===== config.mk =====
export PLATFORM = sky130hd
export DESIGN_NAME = duart_bus_arb
export DESIGN_NICKNAME = d
export VERILOG_FILES = /design/src/rtl/duart_bus_arb.sv
export SDC_FILE = /design/constraint.sdc
export NUM_CORES = 1
export LEC_CHECK = 0
export BUFFER_PORTS_ARGS = -buffer_cell sky130_fd_sc_hd__buf_4
export CORE_ASPECT_RATIO = 0.6
export CORE_UTILIZATION = 45
export CTS_CLUSTER_SIZE = 20
export DETAILED_ROUTE_END_ITERATION = 10
export HOLD_SLACK_MARGIN = 0.1
export PLACE_DENSITY = 0.71
export SLEW_MARGIN = 25
export SYNTH_ARGS = -nofsm -noshare
export SYNTH_HDL_FRONTEND = slang
export SYNTH_SLANG_ARGS = --single-unit

===== constraint.sdc =====
create_clock -name clk -period 4.9 [get_ports clk]
set_clock_uncertainty 0.15 [all_clocks]
set_input_delay 0.49 -clock clk [delete_from_list [all_inputs] [get_ports clk]]
set_output_delay 0.49 -clock clk [all_outputs]
set_load 0.03 [all_outputs]

===== src/rtl/duart_bus_arb.sv =====
// duart_bus_arb: owns the 2681 DUART register bus, runs the post-reset
// init table, then round-robins single accesses between CPU and AUX.
// Ports: clk, reset_n, clken; cpu_/aux_ req,we,addr,di,do,ack;
// duart_enable/we/addr/di/do; init_done; reinit.
// Optional: DUART_ARB_REINIT_EN makes reinit re-run the init table.
module duart_bus_arb #(
  parameter int          INIT_DELAY = 16,
  parameter logic [15:0] CT_PRESET  = 16'h0000
) (
  input  logic       clk,
  input  logic       reset_n,
  input  logic       clken,
  input  logic       cpu_req,
  input  logic       cpu_we,
  input  logic [3:0] cpu_addr,
  input  logic [7:0] cpu_di,
  output logic [7:0] cpu_do,
  output logic       cpu_ack,
  input  logic       aux_req,
  input  logic       aux_we,
  input  logic [3:0] aux_addr,
  input  logic [7:0] aux_di,
  output logic [7:0] aux_do,
  output logic       aux_ack,
  output logic       duart_enable,
  output logic       duart_we,
  output logic [3:0] duart_addr,
  output logic [7:0] duart_di,
  input  logic [7:0] duart_do,
  output logic       init_done,
  input  logic       reinit
);

  typedef enum logic [2:0] {
    S_DELAY, S_INIT, S_IDLE, S_CPU, S_AUX
  } state_t;

  localparam logic [15:0] DLY_LOAD = 16'(INIT_DELAY);

  state_t      state;
  logic [15:0] dly;
  logic [2:0]  idx;
  logic        last_aux;
  logic        cpu_want;
  logic        aux_want;
  logic        grant_cpu;
  logic        grant_aux;
  logic        reinit_go;

  // A requester still showing its ack cycle is not re-granted;
  // this is the mandatory idle cycle between its accesses.
  assign cpu_want  = cpu_req & ~cpu_ack;
  assign aux_want  = aux_req & ~aux_ack;
  assign grant_cpu = cpu_want & (~aux_want | last_aux);
  assign grant_aux = aux_want & ~grant_cpu;

`ifdef DUART_ARB_REINIT_EN
  logic pend;

  // A reinit seen mid-access waits here until the bus is idle.
  always_ff @(posedge clk or negedge reset_n) begin
    if (!reset_n) begin
      pend <= 1'b0;
    end else if (state == S_IDLE) begin
      pend <= 1'b0;
    end else if ((state == S_CPU || state == S_AUX) && reinit) begin
      pend <= 1'b1;
    end
  end

  assign reinit_go = reinit | pend;
`else
  logic unused_reinit;
  assign unused_reinit = reinit;
  assign reinit_go     = 1'b0;
`endif

  always_comb begin
    duart_enable = 1'b0;
    duart_we     = 1'b0;
    duart_addr   = 4'h0;
    duart_di     = 8'h00;
    unique case (state)
      S_INIT: begin
        duart_enable = 1'b1;
        unique case (idx)
          3'd0: begin
            duart_we = 1'b1; duart_addr = 4'h5; duart_di = 8'h00;
          end
          3'd1: begin
            duart_we = 1'b1; duart_addr = 4'hF; duart_di = 8'hFF;
          end
          3'd2: begin
            duart_we = 1'b1; duart_addr = 4'h6;
            duart_di = CT_PRESET[15:8];
          end
          3'd3: begin
            duart_we = 1'b1; duart_addr = 4'h7;
            duart_di = CT_PRESET[7:0];
          end
          default: begin
            duart_we = 1'b0; duart_addr = 4'hF;
          end
        endcase
      end
      S_CPU: begin
        duart_enable = 1'b1;
        duart_we     = cpu_we;
        duart_addr   = cpu_addr;
        duart_di     = cpu_di;
      end
      S_AUX: begin
        duart_enable = 1'b1;
        duart_we     = aux_we;
        duart_addr   = aux_addr;
        duart_di     = aux_di;
      end
      default: ;
    endcase
  end

  always_ff @(posedge clk or negedge reset_n) begin
    if (!reset_n) begin
      state     <= S_DELAY;
      dly       <= DLY_LOAD;
      idx       <= 3'd0;
      last_aux  <= 1'b1;
      init_done <= 1'b0;
      cpu_ack   <= 1'b0;
      aux_ack   <= 1'b0;
      cpu_do    <= 8'h00;
      aux_do    <= 8'h00;
    end else begin
      cpu_ack <= 1'b0;
      aux_ack <= 1'b0;
      unique case (state)
        S_DELAY: begin
          if (dly == 16'd0) begin
            state <= S_INIT;
          end else if (clken) begin
            dly <= dly - 16'd1;
          end
        end
        S_INIT: begin
          if (clken) begin
            if (idx == 3'd4) begin
              init_done <= 1'b1;
              idx       <= 3'd0;
              state     <= S_IDLE;
            end else begin
              idx <= idx + 3'd1;
            end
          end
        end
        S_IDLE: begin
          if (reinit_go) begin
            init_done <= 1'b0;
            idx       <= 3'd0;
            dly       <= DLY_LOAD;
            state     <= S_DELAY;
          end else if (grant_cpu) begin
            last_aux <= 1'b0;
            state    <= S_CPU;
          end else if (grant_aux) begin
            last_aux <= 1'b1;
            state    <= S_AUX;
          end
        end
        S_CPU: begin
          if (clken) begin
            if (!cpu_we) cpu_do <= duart_do;
            cpu_ack <= 1'b1;
            state   <= S_IDLE;
          end
        end
        S_AUX: begin
          if (clken) begin
            if (!aux_we) aux_do <= duart_do;
            aux_ack <= 1'b1;
            state   <= S_IDLE;
          end
        end
        default: state <= S_DELAY;
      endcase
    end
  end

endmodule


[Word level (Yosys, flattened, before mapping)]
Index checks and enable logic that the tools add are counted.
Word-level totals
  register bits: 42
  output and inout bits: 33
  logic and storage cells: 70
Operators by class
  add/subtract/negate cells: 2
  equality and inequality tests: 13
  multiplexer cells: 20
  bitwise gates (word level): 12
  reduce and logical (&&, ||, !) cells: 14
Operators with widths (count)
  $pmux 4 s3: 2
  $pmux 8 s3: 1
  $mux 3: 7
  $logic_not 16->1: 1
  $sub 16x1->16 const B: 1
  $eq 3x2->1 const B: 4
  $pmux 3 s4: 1
  $reduce_and 3->1: 4
  $mux 8: 1
  $mux 1: 7
  $not 1->1: 7
  $eq 3x1->1 const B: 2
  $eq 3x3->1 const B: 2
  $logic_not 3->1: 2
  $ne 2x2->1 const B: 3
  $reduce_and 5->1: 1
  $and 1x1->1: 4
  $reduce_and 2->1: 2
  $reduce_or 4->1: 1
  $add 3x1->3 const B: 1
  $ne 3x3->1 const B: 1
  $pmux 1 s3: 1
  $reduce_or 3->1: 1
  $ne 2x1->1 const B: 1
  other kinds (3): 3

[Depth between registers and ports, before layout]
Gate-level depths: netlist of the first run.
  depth in word-level cells: 10
  gate-level depth with buffers: 6

[Least setup slack after synthesis of the first run]
Ideal clock, no wire load.
  kind: register to output
  start point: register idx[0]
  end point: output port duart_addr[0]
  data arrival time: 1609 ps
  setup slack: 2651 ps
  stages on the path, launching flop included: 6
  path through: dfrtp_1 > ha_1 > ha_1 > or4_1 > a22oi_1 > o21ai_0
Between the ends
  cells in the longest elaborated chain, start to end: 3
  elaborated cells on any way between the ends: 5
  those cells by class: 2 x eq/ne; 2 x mux; 1 x reduce/logical
Ends and longest elaborated chain
  start, declared: RTL line 42  | logic [2:0] idx;
  start signal, assigned: RTL line 151  | idx <= idx + 3'd1;
  $eq 3x2->1 or $logic_not 3->1 (tied branches): RTL line 86  | unique case (idx)
  $pmux 4 s3 *: RTL line 86
  $pmux 4 s3 *: RTL line 83  | unique case (state)
  end, declared: RTL line 27  | output logic [3:0] duart_addr,
Mark *: on every way between the ends. The rest lies on a longest branch, timed or not.

[Final worst setup path of the first run]
  start point: register state[1]
  end point: output port duart_di[3]
Between the ends
  cells in the longest elaborated chain, start to end: 2
  elaborated cells on any way between the ends: 4
  those cells by class: 3 x eq/ne; 1 x mux
Ends and longest elaborated chain
  start, declared: RTL line 40  | state_t state;
  start signal, assigned: RTL line 124  | state <= S_DELAY;
  start signal, assigned: RTL line 139  | state <= S_INIT;
  start signal, assigned: RTL line 149  | state <= S_IDLE;
  $eq 3x3->1 (tied with other cells): RTL line 83
  $pmux 8 s3 *: RTL line 83
  end, declared: RTL line 28  | output logic [7:0] duart_di,
Marks and branches as above.

==> results of run 1 <==
metal layers:
layer  wire, um  GRT usage [%]
met2       1830           25.3
met4         25           3.96
met5          0              0
met3        307           6.64
met1       2510           30.7
final timing paths:
kind	from	cells past startpoint	slack, ns	endpoint
max	state[1]	5	2.04	duart_di[3]
min	duart_do[2]	2	0.28	cpu_do[2]
max reg2reg	state[1]	4	2.45	cpu_do[4]
min reg2reg	init_done	1	0.33	init_done
max in group asynchronous	reset_n	2	3.69	last_aux
min in group asynchronous	reset_n	2	0.55	dly[14]
cells in the mapped netlist, types with 2 or more instances:
library cell / number
and2b_1: 2
nor2_1: 9
buf_6: 2
mux2_2: 16
dfrtp_1: 40
nor3b_1: 4
nor3_1: 2
a31oi_1: 4
and2_1: 2
nor4_4: 2
nor2b_1: 5
inv_1: 7
nand2_1: 22
nor4_1: 2
clkbuf_1: 3
dfstp_2: 2
or4_1: 2
a21oi_1: 4
xnor2_1: 14
a22oi_1: 12
nand3_1: 11
a211oi_1: 2
o21ai_0: 8
nand4_1: 3
ha_1: 5
timing repair:
| item | 4_1_cts | 5_1_grt |
|---|---|---|
| hold buffers | 1 | 0 |
| endpoints found under the hold margin | 40 | 0 |
| setup endpoints to repair | 0 | 0 |
kinds of logic (layout without fill, tap and decap cells):
logic type / after synthesis / count (layout) / synth area share [%]
AND/OR/NAND/NOR: 76 / 76 / 21.2
flip-flops: 42 / 42 / 47.4
AO/OA/AOI/OAI: 37 / 37 / 11.2
multiplexers: 17 / 17 / 8.56
XOR/XNOR: 14 / 14 / 5.52
buffers and inverters: 14 / 87 / 3.27
adder cells (fa/ha/maj): 5 / 5 / 2.82
power breakdown:
group          switching [mW]  internal, mW  leakage (nW)
sequential              0.166         0.498         0.539
clock                   0.117         0.113        0.0472
combinational           0.555         0.407         0.809
registers in the layout, summed over array words and instances (netlist names):
register,count
cpu_ack,1
aux_ack,1
idx,3
cpu_do,8
last_aux,1
dly,16
state,3
init_done,1
aux_do,8
stage by stage:
stage | setup slack (ns) | utilization [%] | hold slack (ns)
after floorplan | 2.65 | - | 0.0444
after global placement | 2.39 | 59.8 | 0.312
after detailed placement | 2.37 | 59.8 | 0.320
after CTS | 2.05 | 62.1 | 0.274
after global routing | 1.82 | 62.1 | 0.266
final | 2.04 | 62.1 | 0.280
area by class of cell:
type / instances / area (sq um) / share of cell area, %
clock inverters: 2 / 12.5 / 0.433
flip-flops and latches: 42 / 1050 / 36.4
clock buffers: 6 / 82.6 / 2.86
well taps: 63 / 78.8 / 2.73
repair buffers: 72 / 543 / 18.8
multi-input cells: 149 / 1090 / 37.9
inverters: 7 / 26.3 / 0.909
==> out/metrics.cfg, run 1 <==
[synth]
synth_cells=205
ys_async_sr_fraction_pct=100
syn-num-nets=250
syn_area_per_cell_sq_um=10.8
synth_warnings=0
synth-edff-count=0
synth_area_leaders=dfrtp_1, mux2_2, xnor2_1
synth_cell_types=45
synth_top_cell_by_area=dfrtp_1
synth_top_area_share_pct=45.1
synth_seq_cells=42
ys_seq_area_share_pct=47.4
netlist_area_sq_mm=0.00222
synth_flop_cell=dfrtp_1

[power_and_ir_drop]
total_leakage_power_nw=1.40
power.density_mw_per_mm2=642
finalPower_mw=1.86
ir_worst_vdd_uv=373

[route]
drc=0
drtAntennaViolNets=0
drtIter0Drc=96
dr.pass1.iters=4
viasPerCell=5.11
drt_wl_total_um=4670
wl_per_cell_um=13.7
vias=1744

[cells_and_area]
layout.nets=322
filler_cell_count=411
mostFrequentLayoutCell=buf_4
diodes=0
design_area_sq_mm=0.00289
area.growth.synth_to_final_pct=30.2
fin_cells=341
mostFrequentLayoutCells=buf_4, dfrtp_1, nand2_1
layout-drive-gt1-share_pct=38.1

[global_routing]
grt_start_max_net_pins=43
overflow=0
gr-usage-all-layers_pct=19.4
grt_pass1_vias=1659
grt_antenna_before_repair=0
grt_first_pass_wirelength_um=7910

[placed_design]
post-place-cells=332
portBuffers=71
dp_hpwl_um=3570
gp_congestion=0.761
placed_area_sq_mm=0.00279

[timing]
fin_crit_ns=2.86
finalHoldViolCount=0
fmax_ghz=0.350
worst_slew_pin_slew_ns=0.797
timing.final.crit_share_pct=58.3
setup_viol=0
rsz0062_at_grt=false
drv_slew=0
relSlewSlack_pct=46.7
finalSetupTns_ns=0

[critical_path]
crit_type=register to primary output
timing.critical_path.buf_inv=1
crit_path_max_fanout=17
critPathTopFamily=simple AND/OR/NAND/NOR gates
cpPeakStageDelay_ns=0.72
end_kind=primary output
cp.required_ns=4.26
cp_common_cell=nand2_1
critical-path-slowest-cell=dfrtp_1
cp_cell_sequence=nand2_1 > nor2_1 > a22oi_1 > nand2_1 > buf_4
critPathLaunchType=register
cp.arrival_ns=2.22

[clock_tree]
clk_path_buf_depth=2
post_cts_resized=0
clkLatencyLatePin_ns=0.29
clk_pin_slew_worst_paths_ns=0.08
root_buffer=clkbuf_8
cts_tree=done
cts.sinks=42
post_cts_buffers=0
htree_levels=2
numCtsBuffers=5

[floorplan]
initial_core_util_pct=47.7
boundaryPins=73
die_h_um=56.4
die-area_sq_mm=0.00523
fp.dieW_um=92.7
coreArea_sq_mm=0.00466
rows=19

[job]
cap_violations=0

[worst_hold_path]
hp-class=primary input to register

[outcome]
status=finished clean

No activity file was read; power rests on OpenSTA's default activity.
==> run 2: changes to the inputs <==
PLACE_DENSITY = 0.74   (was 0.71)
clock period = 2.5 ns   (was 4.9 ns; I/O delays follow)
==> out/metrics.cfg, run 2 (synthesis results as in run 1) <==
[clock_tree]
cts.sinks=42  ; unchanged
root_buffer=clkbuf_8
clkLatencyLatePin_ns=0.30  ; about the same
htree_levels=2  ; unchanged
numCtsBuffers=5  ; unchanged
clk_pin_slew_worst_paths_ns=0.08  ; about the same
clk_path_buf_depth=2  ; unchanged
cts_tree=done

[cells_and_area]
area.growth.synth_to_final_pct=37.4
mostFrequentLayoutCells=buf_4, dfrtp_1, nand2_1
utilization_pct=65.5  ; +3.4 points
filler_cell_count=382  ; -7.1%
mostFrequentLayoutCell=buf_4
reg.largest.list=dly x16, aux_do x8, cpu_do x8
largest_reg_flops=16  ; unchanged
regMostFlops=dly
design_area_sq_mm=0.00305  ; +5.5%
layout.nets=338  ; +5.0%
diodes=0  ; unchanged
layout-drive-gt1-share_pct=38.4  ; +0.31 points

[timing]
timing.final.crit_share_pct=94.6
relSlewSlack_pct=57.2  ; +10 points
fmax_ghz=0.423
finalHoldViolCount=0  ; unchanged
worst_slew_pin_slew_ns=0.642  ; -0.155 ns
setup_viol=0  ; unchanged
drv_slew=0  ; unchanged
fin_crit_ns=2.37

[critical_path]
cp.required_ns=2.10  ; -2.16 ns
cp_common_cell=ha_1
cp_cell_sequence=ha_1 > ha_1 > or4_1 > a22oi_1 > o21ai_0 > buf_4
cp.arrival_ns=1.97  ; -0.25 ns
critPathLaunchType=register
crit_cells=6  ; +1
critPathTopFamily=flip-flops
crit_type=register to primary output
end_kind=primary output
timing.critical_path.buf_inv=1  ; unchanged
crit_path_max_fanout=5  ; -12
cpPeakStageDelay_ns=0.43  ; -0.29 ns
critical-path-slowest-cell=dfrtp_1
rr_worst_depth=6  ; +2

[placed_design]
placed_area_sq_mm=0.00283  ; +1.6%
portBuffers=71  ; unchanged
gp_congestion=0.746  ; -2.0%
dp_hpwl_um=3780  ; +5.9%

[worst_hold_path]
hp-class=primary input to register
min_path_cells=3  ; +1

[route]
drc=0  ; unchanged
drt_wl_total_um=5090  ; +8.9%
vias=1824  ; +4.6%
drtAntennaViolNets=0  ; unchanged
viasPerCell=5.11  ; -0.10%
drtIter0Drc=80  ; -17%
wl_per_cell_um=14.2  ; +4.0%
dr.pass1.iters=4  ; unchanged

[power_and_ir_drop]
power.density_mw_per_mm2=1250  ; +94%
ir_worst_vdd_uv=684  ; +83%
total_leakage_power_nw=1.47  ; +5.7%

[global_routing]
grt_antenna_before_repair=0  ; unchanged
overflow=0  ; unchanged
grt_first_pass_wirelength_um=8560  ; +8.2%
grt_pass1_vias=1708  ; +3.0%
grt_start_max_net_pins=43  ; unchanged
gr-usage-all-layers_pct=21.4  ; +2.0 points

[floorplan]
initial_core_util_pct=47.7  ; unchanged
die_h_um=56.4  ; unchanged
boundaryPins=73  ; unchanged
coreArea_sq_mm=0.00466  ; unchanged
rows=19  ; unchanged
fp.dieW_um=92.7  ; unchanged
die-area_sq_mm=0.00523  ; unchanged

[job]
cap_violations=0  ; unchanged

[outcome]
status=finished clean

-- run 2: worst reg2reg max path, delay by kind of cell, from the launching register on --
kind	cells	cell delay (ns)
AO/OA/AOI/OAI	1	0.22
adder cells (fa/ha/maj)	1	0.21
buffers and inverters	1	0.07
flip-flops	1	0.41
AND/OR/NAND/NOR	3	0.90
-- run 2: per-stage QoR --
step	hold WS [ns]	total power, mW	setup slack (ns)	std cells	TNS [ns]
after global routing	0.116	4.07	-0.00283	357	-0.00283
after CTS	0.103	3.81	0.134	356	0
after floorplan	-0.196	2.58	0.491	205	0
after global placement	0.113	3.21	0.482	338	0
final	0.115	3.81	0.134	357	0
after detailed placement	0.116	3.25	0.467	338	0
-- run 2: metal layers --
metal  track usage (%)  routed length (um)  up-vias
met5                 0                   0        -
met4              5.49                  31        0
met3              6.10                 214        3
met2              28.6                2190       31
met1              33.5                2660      879
li1                  -                   -      911
-- run 2: what timing repair did --
item                                    CTS  global route
resized for setup                         0             1
hold buffers                             10             0
buffers inserted                          0             1
endpoints found under the setup margin    0             9
endpoints found under the hold margin    57             0
-- run 2: final timing paths --
check                               start       endpoint  slack, ns
worst min register to register  init_done      init_done       0.33
max in group asynchronous         reset_n         dly[4]       1.51
worst max-delay path               idx[0]  duart_addr[0]       0.13
min in group asynchronous         reset_n        dly[14]       0.32
worst min-delay path                clken        aux_ack       0.12
worst max register to register     dly[0]       state[0]       0.45
-- run 2: cell type report --
class                           instances  area [sq um]  share of cell area [%]
Multi-Input combinational cell        149          1100                    36.0
Sequential cell                        42          1050                    34.5
Timing Repair Buffer                   88           686                    22.5
Tap cell                               63          78.8                    2.58
Clock buffer                            6          72.6                    2.38
Clock inverter                          2          37.5                    1.23
Inverter                                7          26.3                   0.861
-- run 2: power by group --
part           switching (mW)  internal, mW  total, mW  leakage, nW
sequential              0.320         0.977       1.30        0.539
clock                   0.232         0.298      0.530       0.0514
combinational            1.12         0.855       1.98        0.884
